`src/rtl/fetch_pkg.sv`:
```
// Shared definitions for the instruction-fetch stage: FSM states and the squash word.
package fetch_pkg;

  typedef enum logic [1:0] {
    S_IDLE = 2'd0,
    S_RUN  = 2'd1,
    S_HALT = 2'd2
  } fetch_state_e;

  // Word written into IF/ID when a wrong-path instruction is squashed.
  localparam logic [31:0] NOP_INSTR = 32'h0;

endpackage

```
`src/rtl/fetch_stage_if.sv`:
```
// Instruction-memory read port between the fetch stage (master) and the memory (slave).
interface fetch_stage_if #(
  parameter int PC_W    = 4,
  parameter int INSTR_W = 32
);

  logic [PC_W-1:0]    pc;
  logic               mem_read;
  logic [INSTR_W-1:0] instr_in;

  modport master (output pc, output mem_read, input instr_in);
  modport slave  (input pc, input mem_read, output instr_in);

endinterface

```
`src/rtl/fetch_stage_ifid_reg.sv`:
```
// IF/ID pipeline register: flush beats load, neither means hold.
module ifid_reg
  import fetch_pkg::*;
#(
  parameter int PC_W    = 4,
  parameter int INSTR_W = 32
) (
  input  logic               clk,
  input  logic               rst_n,
  input  logic               load,
  input  logic               flush,
  input  logic [INSTR_W-1:0] instr_in,
  input  logic [PC_W-1:0]    pc_plus1_in,
  output logic [INSTR_W-1:0] instr,
  output logic [PC_W-1:0]    pc_plus1,
  output logic               valid
);

  logic [INSTR_W-1:0] instr_d, instr_q;
  logic [PC_W-1:0]    pc_plus1_d, pc_plus1_q;
  logic               valid_d, valid_q;

  // Next-state selection; a flush keeps the stale pc_plus1 since the entry is invalid anyway.
  always_comb begin
    instr_d    = instr_q;
    pc_plus1_d = pc_plus1_q;
    valid_d    = valid_q;
    if (flush) begin
      instr_d = INSTR_W'(NOP_INSTR);
      valid_d = 1'b0;
    end else if (load) begin
      instr_d    = instr_in;
      pc_plus1_d = pc_plus1_in;
      valid_d    = 1'b1;
    end
  end

  // Register storage with asynchronous clear.
  always_ff @(posedge clk or negedge rst_n) begin
    if (!rst_n) begin
      instr_q    <= '0;
      pc_plus1_q <= '0;
      valid_q    <= 1'b0;
    end else begin
      instr_q    <= instr_d;
      pc_plus1_q <= pc_plus1_d;
      valid_q    <= valid_d;
    end
  end

  assign instr    = instr_q;
  assign pc_plus1 = pc_plus1_q;
  assign valid    = valid_q;

endmodule

```
`src/rtl/fetch_stage.sv`:
```
// Instruction-fetch stage: PC, fetch FSM and IF/ID capture.
// Optional build macro FETCH_PERF_CNT_EN adds saturating fetch/squash counters.
module fetch_stage #(
  parameter int PC_W    = 4,
  parameter int INSTR_W = 32,
  parameter int CNT_W   = 16
) (
  input  logic               clk,
  input  logic               rst_n,
  input  logic               stall,
  input  logic               branch_taken,
  input  logic [PC_W-1:0]    branch_target,
  input  logic               jump,
  input  logic [PC_W-1:0]    jump_target,
  input  logic               halt_req,
  fetch_stage_if.master      imem,
  output logic [INSTR_W-1:0] ifid_instr,
  output logic [PC_W-1:0]    ifid_pc_plus1,
  output logic               ifid_valid,
  output logic               halted
`ifdef FETCH_PERF_CNT_EN
  ,
  output logic [CNT_W-1:0]   perf_fetched,
  output logic [CNT_W-1:0]   perf_squashed
`endif
);

  import fetch_pkg::*;

  fetch_state_e      state_d, state_q;
  logic [PC_W-1:0]   pc_d, pc_q, pc_inc;
  logic              mem_read_d, mem_read_q;
  logic              halted_d, halted_q;
  logic              load, flush;

  assign pc_inc = PC_W'(pc_q + 1'b1);

  // Fetch control: redirects beat stall; halt_req still lets this edge's action complete.
  always_comb begin
    state_d = state_q;
    pc_d    = pc_q;
    load    = 1'b0;
    flush   = 1'b0;
    unique case (state_q)
      S_IDLE: state_d = S_RUN;
      S_RUN: begin
        if (branch_taken) begin
          pc_d  = branch_target;
          flush = 1'b1;
        end else if (jump) begin
          pc_d  = jump_target;
          flush = 1'b1;
        end else if (!stall) begin
          pc_d  = pc_inc;
          load  = 1'b1;
        end
        if (halt_req) state_d = S_HALT;
      end
      S_HALT: state_d = S_HALT;
      default: state_d = S_IDLE;
    endcase
    mem_read_d = (state_d == S_RUN);
    halted_d   = (state_d == S_HALT);
  end

  // FSM, PC and registered status outputs.
  always_ff @(posedge clk or negedge rst_n) begin
    if (!rst_n) begin
      state_q    <= S_IDLE;
      pc_q       <= '0;
      mem_read_q <= 1'b0;
      halted_q   <= 1'b0;
    end else begin
      state_q    <= state_d;
      pc_q       <= pc_d;
      mem_read_q <= mem_read_d;
      halted_q   <= halted_d;
    end
  end

  ifid_reg #(
    .PC_W    (PC_W),
    .INSTR_W (INSTR_W)
  ) u_ifid_reg (
    .clk         (clk),
    .rst_n       (rst_n),
    .load        (load),
    .flush       (flush),
    .instr_in    (imem.instr_in),
    .pc_plus1_in (pc_inc),
    .instr       (ifid_instr),
    .pc_plus1    (ifid_pc_plus1),
    .valid       (ifid_valid)
  );

  assign imem.pc       = pc_q;
  assign imem.mem_read = mem_read_q;
  assign halted        = halted_q;

`ifdef FETCH_PERF_CNT_EN
  logic [CNT_W-1:0] fetched_d, fetched_q;
  logic [CNT_W-1:0] squashed_d, squashed_q;

  // Saturating counters; a squash only counts when it discards a valid entry.
  always_comb begin
    fetched_d  = fetched_q;
    squashed_d = squashed_q;
    if (load && (fetched_q != '1)) fetched_d = fetched_q + 1'b1;
    if (flush && ifid_valid && (squashed_q != '1)) squashed_d = squashed_q + 1'b1;
  end

  // Counter storage.
  always_ff @(posedge clk or negedge rst_n) begin
    if (!rst_n) begin
      fetched_q  <= '0;
      squashed_q <= '0;
    end else begin
      fetched_q  <= fetched_d;
      squashed_q <= squashed_d;
    end
  end

  assign perf_fetched  = fetched_q;
  assign perf_squashed = squashed_q;
`else
  logic unused_cnt_cfg;
  assign unused_cnt_cfg = (CNT_W > 0);
`endif

endmodule
```
`src/flat_wrapper.sv`:
```
// flat-port wrapper written by rule: the top's interface ports become plain ports
module fetch_stage_flat import fetch_pkg::*;
#(
  parameter int PC_W    = 4,
  parameter int INSTR_W = 32,
  parameter int CNT_W   = 16
)
  (clk, rst_n, stall, branch_taken, branch_target, jump, jump_target, halt_req, ifid_instr, ifid_pc_plus1, ifid_valid, halted, imem_pc, imem_mem_read, imem_instr_in);
  fetch_stage_if #(.PC_W(PC_W), .INSTR_W(INSTR_W)) imem_i ();
  input  logic clk;
  input  logic rst_n;
  input  logic stall;
  input  logic branch_taken;
  input  logic [PC_W-1:0] branch_target;
  input  logic jump;
  input  logic [PC_W-1:0] jump_target;
  input  logic halt_req;
  output logic [INSTR_W-1:0] ifid_instr;
  output logic [PC_W-1:0] ifid_pc_plus1;
  output logic ifid_valid;
  output logic halted;
  output wire logic [$bits(imem_i.pc)-1:0] imem_pc;
  output wire logic [$bits(imem_i.mem_read)-1:0] imem_mem_read;
  input wire logic [$bits(imem_i.instr_in)-1:0] imem_instr_in;
  assign imem_pc = imem_i.pc;
  assign imem_mem_read = imem_i.mem_read;
  assign imem_i.instr_in = imem_instr_in;
  fetch_stage #(.PC_W(PC_W), .INSTR_W(INSTR_W), .CNT_W(CNT_W)) u_core (.clk(clk), .rst_n(rst_n), .stall(stall), .branch_taken(branch_taken), .branch_target(branch_target), .jump(jump), .jump_target(jump_target), .halt_req(halt_req), .imem(imem_i), .ifid_instr(ifid_instr), .ifid_pc_plus1(ifid_pc_plus1), .ifid_valid(ifid_valid), .halted(halted));
endmodule
```
`config.mk`:
```
export PLATFORM = sky130hd
export DESIGN_NAME = fetch_stage_flat
export DESIGN_NICKNAME = d
export VERILOG_FILES = /design/src/rtl/fetch_pkg.sv /design/src/rtl/fetch_stage_if.sv /design/src/rtl/fetch_stage_ifid_reg.sv /design/src/rtl/fetch_stage.sv /design/src/flat_wrapper.sv
export SDC_FILE = /design/constraint.sdc
export NUM_CORES = 1
export LEC_CHECK = 0
export BUFFER_PORTS_ARGS = -buffer_cell sky130_fd_sc_hd__buf_4
export CORE_MARGIN = 10
export CORE_UTILIZATION = 45
export CTS_CLUSTER_DIAMETER = 50
export DETAILED_ROUTE_END_ITERATION = 7
export PLACE_DENSITY = 0.79
export SLEW_MARGIN = 20
export SYNTH_ARGS = -nofsm -noshare
export SYNTH_HDL_FRONTEND = slang
export SYNTH_SLANG_ARGS = --single-unit
```
`constraint.sdc`:
```
create_clock -name clk -period 1.75 [get_ports clk]
set_input_delay 0.35 -clock clk [delete_from_list [all_inputs] [get_ports clk]]
set_output_delay 0.35 -clock clk [all_outputs]
set_load 0.02 [all_outputs]
```
After elaboration in Yosys (flattened, before gate mapping)
Cells that the tools add are included.

word-level totals
  bits in registers = 45
  bits in latches = 0
  bits in writable memories = 0
  bits in read-only memories = 0
  word-level logic and storage cells = 34
  memories kept = 0

operators by class
  $add $sub $neg = 1
  $mul = 0
  divide/modulo/power cells = 0
  order comparisons = 0
  equal/unequal tests = 5
  shifts and indexed selects = 0
  muxes and demuxes = 16
  bitwise operators = 1
  reductions and logical operators = 4

operators with widths
  kind                   number
  $mux W32               2
  $mux W4                3
  $mux W1                9
  $pmux W2 S3            1
  $add A4 B1 Y4 const B  1
  $eq A2 B1 Y1 const B   2
  $eq A2 B2 Y1 const B   2
  $reduce_and A2 Y1      2
  $ne A3 B1 Y1 const B   1
  $logic_not A2 Y1       1
  $mux W2                1
  $reduce_bool A2 Y1     1
  $not A1 Y1             1

Depth between registers and ports, before layout
Gate-level depths: netlist of the first run.

  depth in word-level cells = 6
  mapped depth = 7
  gate-level depth less buffers = 5

Modules after synthesis
A second synthesis of the first run with hierarchy kept.

unflattened totals
  cells, all modules = 166
  area, all modules = 1,965.6 um^2

by module, submodules not included
  module       times used  cells each  area each (um^2)  sequential area each (um^2)
  ifid_reg     1           116         1,495.2           925.9
  fetch_stage  1           50          470.5             200.2

Worst setup path before layout of the first run
No wires, ideal clock.

  path kind = input -> register
  from = input port jump
  to = register u_core.u_ifid_reg.pc_plus1_q[0] (netlist: u_core.u_ifid_reg.pc_plus1[0])
  arrival time = 1.288 ns
  required time = 1.625 ns
  slack = 0.337 ns
  cell stages on the path = 4
  path buffers = 2
  path through = buf_4 nor4_4 buf_4 mux2_2

on the way
  word-level cells in the longest chain between the ends = 5
  elaborated cells on any way between the ends = 8
  classes of those cells = mux (6); bitwise (1); reduce/logical (1)

RTL lines
  what                             line                        RTL
  from (decl)                      flat_wrapper.sv:15          input logic jump;
  $mux W1                          fetch_stage.sv:50           end else if (jump) begin
  $mux W1                          fetch_stage.sv:47           if (branch_taken) begin
  $mux W1                          fetch_stage.sv:44           unique case (state_q)
  $not A1 Y1 (no line)             n/a
  $reduce_and A2 Y1 (no line) (*)  n/a
  to (signal assigned)             fetch_stage_ifid_reg.sv:46  pc_plus1_q <= pc_plus1_d;
  to (decl)                        fetch_stage_ifid_reg.sv:20  logic [PC_W-1:0] pc_plus1_d, pc_plus1_q;

Every way passes the cells marked *; elsewhere a longest branch is shown, timed or not.
A chain may end at the register's enable or synchronous reset.

Worst setup path in the final report of the first run
  from = register u_core.state_q[1]
  to = register u_core.u_ifid_reg.pc_plus1_q[2] (netlist: u_core.u_ifid_reg.pc_plus1[2])

on the way
  word-level cells in the longest chain between the ends = 4
  elaborated cells on any way between the ends = 5
  classes of those cells = eq/ne (1); mux (2); bitwise (1); reduce/logical (1)

RTL lines
  what                             line               RTL
  from (decl)                      fetch_stage.sv:30  fetch_state_e state_d, state_q;
  from (signal assigned)           fetch_stage.sv:74  state_q <= state_d;
  $eq A2 B1 Y1 (*)                 fetch_stage.sv:44
  $mux W1                          fetch_stage.sv:44
  $not A1 Y1 (no line)             n/a
  $reduce_and A2 Y1 (no line) (*)  n/a

Marked as above.

==> run summary, run 1 <==
OUTCOME
------------------------------------------------------------------------------------
Run status                                                              finished clean

TIMING
------------------------------------------------------------------------------------
Ratio of final minimum period to clock period                                  84.4%
Unrepaired setup endpoints after global routing                                   no
Worst-case headroom to the max-slew limit                                      64.5%
Slew of the pin with the lowest slew margin                                 0.532 ns
Final worst-path setup slack                                                0.273 ns
Total count of max-transition violations in the final report                       0
TNS Setup                                                                       0 ns
Fmax                                                                         677 MHz
Clock Skews                                                               0.00526 ns
Time the final worst path needs with I/O delays and setup                    1.48 ns
Final number of setup-violating endpoints                                          0
Final Hold Violating Endpoints                                                     0

LOGIC SYNTHESIS
------------------------------------------------------------------------------------
Net count after synthesis                                                        182
Yosys reg bits                                                                    45
Async set-or-reset flop fraction in the synthesized netlist                     100%
Average instance area after synthesis                                      13.4 um^2
EDFF count, synth                                                                  0
Synthesized instance count                                                       135
Largest family of logic cells by synthesized area                       compound AO/OA/AOI/OAI gates
Xor/xnor cell area share of the yosys netlist                                 0.969%
Adder-Cell Fraction of Synth Area                                             0.692%
Cell taking the most area after synthesis                               sky130_fd_sc_hd__dfrtp_1
Area share of the largest cell type after synthesis                            62.3%
Multiplexer share of the synthesized area                                      2.91%
Top post-synthesis cells by area                                        sky130_fd_sc_hd__dfrtp_1, sky130_fd_sc_hd__a22o_1, sky130_fd_sc_hd__a21oi_1, sky130_fd_sc_hd__mux2i_1, sky130_fd_sc_hd__buf_4
Post-synthesis sequential area ratio                                           62.3%
Share of the synthesized area in compound gates (AO/OA/AOI/OAI)                22.4%
Combined area of all synthesized cells                                  0.00181 mm^2
Area share of and/or/nand/nor cells after synthesis                            6.51%
Unique masters post-synth                                                         25
Count of yosys warnings during synthesis                                           0
Main synth FF type                                                      sky130_fd_sc_hd__dfrtp_1

CLOCK NETWORK
------------------------------------------------------------------------------------
CTS tree                                                                        done
Maximum clock path buffer count                                                    2
Htree depth                                                                        2
# Post-CTS Setup Buffers                                                           0
Root buf cell                                                           sky130_fd_sc_hd__clkbuf_8
Clock Latency Late Sink                                                      0.29 ns
Post-CTS sizing                                                                    0
Clock tree sinks                                                                  45
CTS Hold Bufs                                                                      0
Clock transition at path regs                                                0.08 ns
CTS Buf Count                                                                      5

GRT
------------------------------------------------------------------------------------
Antenna violations before repair                                                   0
Vias in the first global route                                                  1598
Leftover overflow at the end of global routing                                     0
Total routing usage reported by global routing                                 14.2%
Global-route wire length before repair                                       8200 um
Maximum number of pins on one net before global-route repair                      46

CRITICAL PATH
------------------------------------------------------------------------------------
Critical Path Start                                                     u_core.state_q[1]$_DFF_PN0_
Cell type group with the largest total delay on the critical path       simple AND/OR/NAND/NOR gates
Endpoint class of the critical path                                        flip-flop
Worst-path fanout max                                                             24
Crit path cell chain                                                    nand2b_4, nor4_4, buf_4, nor2_1, a21oi_1
Highest-delay cell along the critical path                              sky130_fd_sc_hd__dfrtp_1
Startpoint types                                                           flip-flop
Crit path largest cell delay                                                 0.44 ns
Required time of the worst setup path                                        1.96 ns
Data arrival, critical path                                                  1.69 ns
Buf/Inv on CP                                                                      1
Worst reg2reg startpoint                                                u_core.state_q[1]$_DFF_PN0_
Kind of critical path                                                     reg -> reg
Reg-to-reg setup timing slack                                                0.27 ns

DRT
------------------------------------------------------------------------------------
Final wirelength                                                             4960 um
Total number of vias                                                            1452
Drt via density                                                                 5.32
DRC Markers                                                                        0
Iteration-0 DRC Markers                                                           73
Length of the first detailed-routing pass in iterations                            4
Routed wire per std cell                                                     18.2 um
Remaining antenna violation count after routing                                    0

PLACEMENT
------------------------------------------------------------------------------------
DP Worst Slack                                                              0.229 ns
Post-DP HPWL                                                                 3850 um
Weighted congestion at the end of routability-driven global placement          0.862
Count of buffers inserted at the top-level ports                                  88

HOLD PATH
------------------------------------------------------------------------------------
Classification of the worst-slack hold path                              in -> async

LAYOUT
------------------------------------------------------------------------------------
Fraction of layout instances using a drive strength above 1                    45.8%
Fillcell total                                                                   290
Net total in the final layout                                                    271
Leading cell types in the layout, fill and taps excluded                sky130_fd_sc_hd__buf_4, sky130_fd_sc_hd__dfrtp_1, sky130_fd_sc_hd__a22o_1, sky130_fd_sc_hd__a21oi_1
Syn-to-layout area delta                                                       42.1%
Inserted Diodes                                                                    0
Leading cell type in the layout, fill and taps excluded                 sky130_fd_sc_hd__buf_4

POWER
------------------------------------------------------------------------------------
Clock share of power                                                           15.3%
Relative contribution of combinational cells to total power                    43.9%
Net load switching power                                                     1.54 mW
Switching portion of total power                                               38.7%
Areal power density over the cells                                      1550 mW/mm^2
Lkg Pwr                                                                      1.33 nW
Worst supply voltage drop on vdd                                          0.000797 V
Internal cell power                                                          2.44 mW
Flop pwr share                                                                 40.8%

FLOORPLANNING
------------------------------------------------------------------------------------
Number of rows in the core area                                                   22
Starting density of the core                                                   47.9%
Die Span X                                                                   83.4 um
Core Area                                                               0.00377 mm^2
Die footprint                                                           0.00695 mm^2
Total I/O pin count                                                               89
Vert. Die Dim                                                                83.4 um

FLOW RUN
------------------------------------------------------------------------------------
Number of maximum-capacitance constraint violations                                0

-- flip-flops by register name, indices dropped and copies added (netlist names) --
signal / flops
u_core.u_ifid_reg.valid: 1
u_core.state_q: 2
u_core.imem.mem_read: 1
u_core.u_ifid_reg.pc_plus1: 4
u_core.halted: 1
u_core.u_ifid_reg.instr: 32
u_core.imem.pc: 4
-- Yosys cell counts (2+ instances only) --
cell,n
sky130_fd_sc_hd__buf_4,4
sky130_fd_sc_hd__mux2_2,2
sky130_fd_sc_hd__nor2_1,6
sky130_fd_sc_hd__mux2i_1,3
sky130_fd_sc_hd__o21ai_0,4
sky130_fd_sc_hd__nand2_1,6
sky130_fd_sc_hd__buf_2,4
sky130_fd_sc_hd__a22o_1,32
sky130_fd_sc_hd__nor3b_1,2
sky130_fd_sc_hd__dfrtp_1,45
sky130_fd_sc_hd__a21o_1,2
sky130_fd_sc_hd__buf_6,2
sky130_fd_sc_hd__a21oi_1,11
-- metal layers --
metal  vias to the layer above  track usage, %  wire, um  share of wire, %
li1                        674               -         -                 -
met1                       696            16.2      2000                40
met2                        75            22.5      2360                48
met3                         7            6.64       534                11
met4                         0            5.69        70               1.4
met5                         -               0         0                 0
-- through the flow --
step                      util (%)  instance area, um^2  power [mW]  instances  hold WS (ns)
after global routing          68.1                 2570        4.26        273        0.0624
after detailed placement      65.9                 2490        3.42        265         0.376
after floorplan                  -                 1810        2.63        135        0.0544
after global placement        65.9                 2490        3.35        265         0.357
after CTS                     68.1                 2570        4.03        273        0.0475
final                         68.1                 2570        3.98        273        0.0334
-- path summary, 6_finish.rpt --
path                                                                   to  cells after the start
max in group asynchronous                     u_core.state_q[1]$_DFF_PN0_                      1
min in group clk                           u_core.imem.mem_read$_DFF_PN0_                      2
worst min register to register        u_core.u_ifid_reg.valid$_DFFE_PN0P_                      1
worst max-delay path            u_core.u_ifid_reg.pc_plus1[2]$_DFFE_PN0P_                      5
worst max register to register  u_core.u_ifid_reg.pc_plus1[2]$_DFFE_PN0P_                      5
worst min-delay path              u_core.u_ifid_reg.instr[28]$_DFFE_PN0P_                      1
-- worst register-to-register path, stage by stage (launching register included) --
cell and delay, ns:
sky130_fd_sc_hd__dfrtp_1 0.44, sky130_fd_sc_hd__nand2b_4 0.20, sky130_fd_sc_hd__nor4_4 0.23, sky130_fd_sc_hd__buf_4 0.33, sky130_fd_sc_hd__nor2_1 0.08, sky130_fd_sc_hd__a21oi_1 0.13
-- logic make-up (layout without fill, tap and decap cells) --
logic type | count (synthesis) | count (layout)
AO/OA/AOI/OAI | 51 | 51
flip-flops | 45 | 45
AND/OR/NAND/NOR | 20 | 20
buffers and inverters | 11 | 101
multiplexers | 5 | 5
XOR/XNOR | 2 | 2
adder cells (fa/ha/maj) | 1 | 1
-- power by group through the flow --
| stage | registers, mW | clock network [mW] | logic, mW |
|---|---|---|---|
| 3_3_place_gp | 1.62 | 0 | 1.73 |
| 2_1_floorplan | 1.97 | 0 | 0.664 |
| 3_5_place_dp | 1.64 | 0 | 1.78 |
| 5_1_grt | 1.67 | 0.684 | 1.90 |
| 4_1_cts | 1.63 | 0.626 | 1.78 |
| 6_report | 1.62 | 0.609 | 1.75 |
-- cell type report --
| type | instances | area [um^2] | area share (%) |
|---|---|---|---|
| clock buffers | 7 | 76.3 | 2.97 |
| well taps | 48 | 60.1 | 2.34 |
| repair buffers | 92 | 691 | 26.9 |
| clock inverters | 1 | 7.51 | 0.292 |
| inverters | 1 | 3.75 | 0.146 |
| flip-flops and latches | 45 | 1130 | 43.8 |
| multi-input cells | 79 | 606 | 23.6 |
Note: power is estimated with default switching activity, not from simulation.
==> run 2: changes to the inputs <==
- clock period: 1.75 -> 1.45 ns (I/O delays scaled with it)
==> run 2 against run 1 <==
Compared with the run above: largest power group unchanged; cell area grew 1.6%; critical path depth shrank 1; power grew 23%; die area is the same; sequential share of layout area shrank 0.62 points; non-clock buffer count grew 4; critical endpoint is now u_core.u_ifid_reg.instr[30]$_DFFE_PN0P_; via count grew 2.5%; largest cell class unchanged; clock-buffer cell count shrank 2; hold slack gained 0.13 ns; critical path type unchanged.
==> run summary, run 2 (same netlist as run 1, synthesis figures left out) <==
TIMING
------------------------------------------------------------------------------------
TNS Setup                                                                       0 ns   unchanged
Worst-case headroom to the max-slew limit                                      63.5%   was 64.5%
Unrepaired setup endpoints after global routing                                   no   unchanged
Slew of the pin with the lowest slew margin                                 0.548 ns   was 0.532 ns
Final number of setup-violating endpoints                                          0   unchanged
Ratio of final minimum period to clock period                                  91.6%   was 84.4%
Final Hold Violating Endpoints                                                     0   unchanged
Time the final worst path needs with I/O delays and setup                    1.33 ns   was 1.48 ns
Fmax                                                                         753 MHz   was 677 MHz
Total count of max-transition violations in the final report                       0   unchanged
Clock Skews                                                               0.00350 ns   was 0.00526 ns

CLOCK NETWORK
------------------------------------------------------------------------------------
Clock Latency Late Sink                                                      0.30 ns   was 0.29 ns
CTS Buf Count                                                                      5   unchanged
Root buf cell                                                           sky130_fd_sc_hd__clkbuf_8   unchanged
Clock transition at path regs                                                0.08 ns   about the same
CTS tree                                                                        done   unchanged
Htree depth                                                                        2   unchanged
Maximum clock path buffer count                                                    2   unchanged
Clock tree sinks                                                                  45   unchanged

POWER
------------------------------------------------------------------------------------
Worst supply voltage drop on vdd                                           0.00102 V   was 0.000797 V
Clock share of power                                                           15.5%   was 15.3%
Switching portion of total power                                               39.1%   was 38.7%
Flop pwr share                                                                 40.1%   was 40.8%
Areal power density over the cells                                      1870 mW/mm^2   was 1550 mW/mm^2
Lkg Pwr                                                                      1.35 nW   was 1.33 nW
Relative contribution of combinational cells to total power                    44.4%   was 43.9%
PnR Total Power                                                              4.89 mW   was 3.98 mW
Internal cell power                                                          2.98 mW   was 2.44 mW
Net load switching power                                                     1.91 mW   was 1.54 mW

FLOORPLANNING
------------------------------------------------------------------------------------
Die Span X                                                                   83.4 um   unchanged
Core Area                                                               0.00377 mm^2   unchanged
Die footprint                                                           0.00695 mm^2   unchanged
Number of rows in the core area                                                   22   unchanged
Total I/O pin count                                                               89   unchanged
Starting density of the core                                                   47.9%   unchanged
Vert. Die Dim                                                                83.4 um   unchanged

PLACEMENT
------------------------------------------------------------------------------------
Weighted congestion at the end of routability-driven global placement          0.810   was 0.862
Post-DP HPWL                                                                 4020 um   was 3850 um
Inst Count DP                                                                    268   was 265
Count of buffers inserted at the top-level ports                                  88   unchanged
Total placed instance area                                              0.00251 mm^2   was 0.00249 mm^2

CRITICAL PATH
------------------------------------------------------------------------------------
Buf/Inv on CP                                                                      1   unchanged
Crit path largest cell delay                                                 0.38 ns   was 0.44 ns
Required time of the worst setup path                                        1.69 ns   was 1.96 ns
Highest-delay cell along the critical path                              sky130_fd_sc_hd__dfrtp_1   unchanged
Startpoint types                                                           flip-flop   unchanged
Data arrival, critical path                                                  1.57 ns   was 1.69 ns
Endpoint class of the critical path                                        flip-flop   unchanged
Kind of critical path                                                     reg -> reg   unchanged
Worst-path fanout max                                                             24   unchanged
Cell type group with the largest total delay on the critical path       simple AND/OR/NAND/NOR gates   unchanged
Crit path cell chain                                                    nand2b_4, nor4_4, buf_6, a22o_1   was nand2b_4, nor4_4, buf_4, nor2_1, a21oi_1

DRT
------------------------------------------------------------------------------------
Routed wire per std cell                                                     18.8 um   was 18.2 um
Final wirelength                                                             5210 um   was 4960 um
Drt via density                                                                 5.38   was 5.32
Total number of vias                                                            1489   was 1452
Remaining antenna violation count after routing                                    0   unchanged
Iteration-0 DRC Markers                                                           79   was 73
DRC Markers                                                                        0   unchanged
Length of the first detailed-routing pass in iterations                            5   was 4

GRT
------------------------------------------------------------------------------------
Global-route wire length before repair                                       8250 um   was 8200 um
Total routing usage reported by global routing                                 14.5%   was 14.2%
Leftover overflow at the end of global routing                                     0   unchanged
Maximum number of pins on one net before global-route repair                      46   unchanged
Vias in the first global route                                                  1592   was 1598
Antenna violations before repair                                                   0   unchanged

LAYOUT
------------------------------------------------------------------------------------
Number of flip-flops under the largest register name                              32   unchanged
Count of non-filler cells in the finished layout                                 277   was 273
Fraction of layout instances using a drive strength above 1                    47.6%   was 45.8%
Leading cell type in the layout, fill and taps excluded                 sky130_fd_sc_hd__buf_4   unchanged
Net total in the final layout                                                    275   was 271
Final Core Density                                                             69.2%   was 68.1%
Inserted Diodes                                                                    0   unchanged
Syn-to-layout area delta                                                       44.4%   was 42.1%
Leading cell types in the layout, fill and taps excluded                sky130_fd_sc_hd__buf_4, sky130_fd_sc_hd__dfrtp_1, sky130_fd_sc_hd__a22o_1, sky130_fd_sc_hd__a21oi_1   unchanged
Final Instance Area                                                     0.00261 mm^2   was 0.00257 mm^2

OUTCOME
------------------------------------------------------------------------------------
Run status                                                              finished clean   unchanged

FLOW RUN
------------------------------------------------------------------------------------
Number of maximum-capacitance constraint violations                                0   unchanged

HOLD PATH
------------------------------------------------------------------------------------
Classification of the worst-slack hold path                                in -> reg   was in -> async

-- run 2: cell types whose count changed in the layout (fill, tap and decap cells not counted), sizes merged --
cell,before,now
buf,92,95
clkbuf,7,5
clkinv,0,2
dlygate4sd3,0,1
-- run 2: worst paths after layout --
path                                                          start                                 endpoint  slack, ns  cells after the start
worst max-delay path                    u_core.state_q[1]$_DFF_PN0_  u_core.u_ifid_reg.instr[30]$_DFFE_PN0P_       0.12                      4
worst min-delay path                                       halt_req              u_core.state_q[0]$_DFF_PN0_       0.17                      2
worst max register to register          u_core.state_q[1]$_DFF_PN0_  u_core.u_ifid_reg.instr[30]$_DFFE_PN0P_       0.12                      4
worst min register to register  u_core.u_ifid_reg.valid$_DFFE_PN0P_      u_core.u_ifid_reg.valid$_DFFE_PN0P_       0.49                      1
max in group asynchronous                                     rst_n              u_core.state_q[0]$_DFF_PN0_       0.53                      2
min in group asynchronous                                     rst_n            u_core.imem.pc[3]$_DFFE_PN0P_       0.52                      2
-- run 2: through the flow --
stage                     hold WS [ns]  setup WS (ns)
after floorplan               -0.00559         0.0697
after detailed placement         0.322         0.0375
after CTS                        0.163         0.0292
after global routing             0.174         0.0243
after global placement           0.298          0.107
final                            0.165          0.122
-- run 2: final cells by class --
cell class | instances | area (um^2)
well taps | 48 | 60.1
fillers | 271 | 1160
inverters | 1 | 3.75
repair buffers | 96 | 727
clock buffers | 5 | 68.8
multi-input cells | 79 | 606
flip-flops and latches | 45 | 1130
clock inverters | 3 | 17.5
-- run 2: timing repair --
action / in CTS / in global routing
gates resized for setup: 0 / 2
hold buffers: 1 / 0
endpoints found under the hold margin: 38 / 0
setup endpoints to repair: 0 / 21
buffers inserted: 0 / 0
-- run 2: per-layer routing --
layer	wire length [um]	up-vias	global-route usage, %
met1	2160	712	16.8
met3	524	11	6.64
met4	116	0	6.31
li1	-	684	-
met5	0	-	0
met2	2410	82	22.4
-- run 2: power by group through the flow --
stage / Sequential [mW] / Clock (mW) / Combinational (mW)
finish: 1.96 / 0.756 / 2.17
global route: 2.00 / 0.832 / 2.36
global placement: 1.95 / 0 / 2.14
detailed placement: 1.97 / 0 / 2.21
CTS: 1.96 / 0.776 / 2.21
floorplan: 2.38 / 0 / 0.802
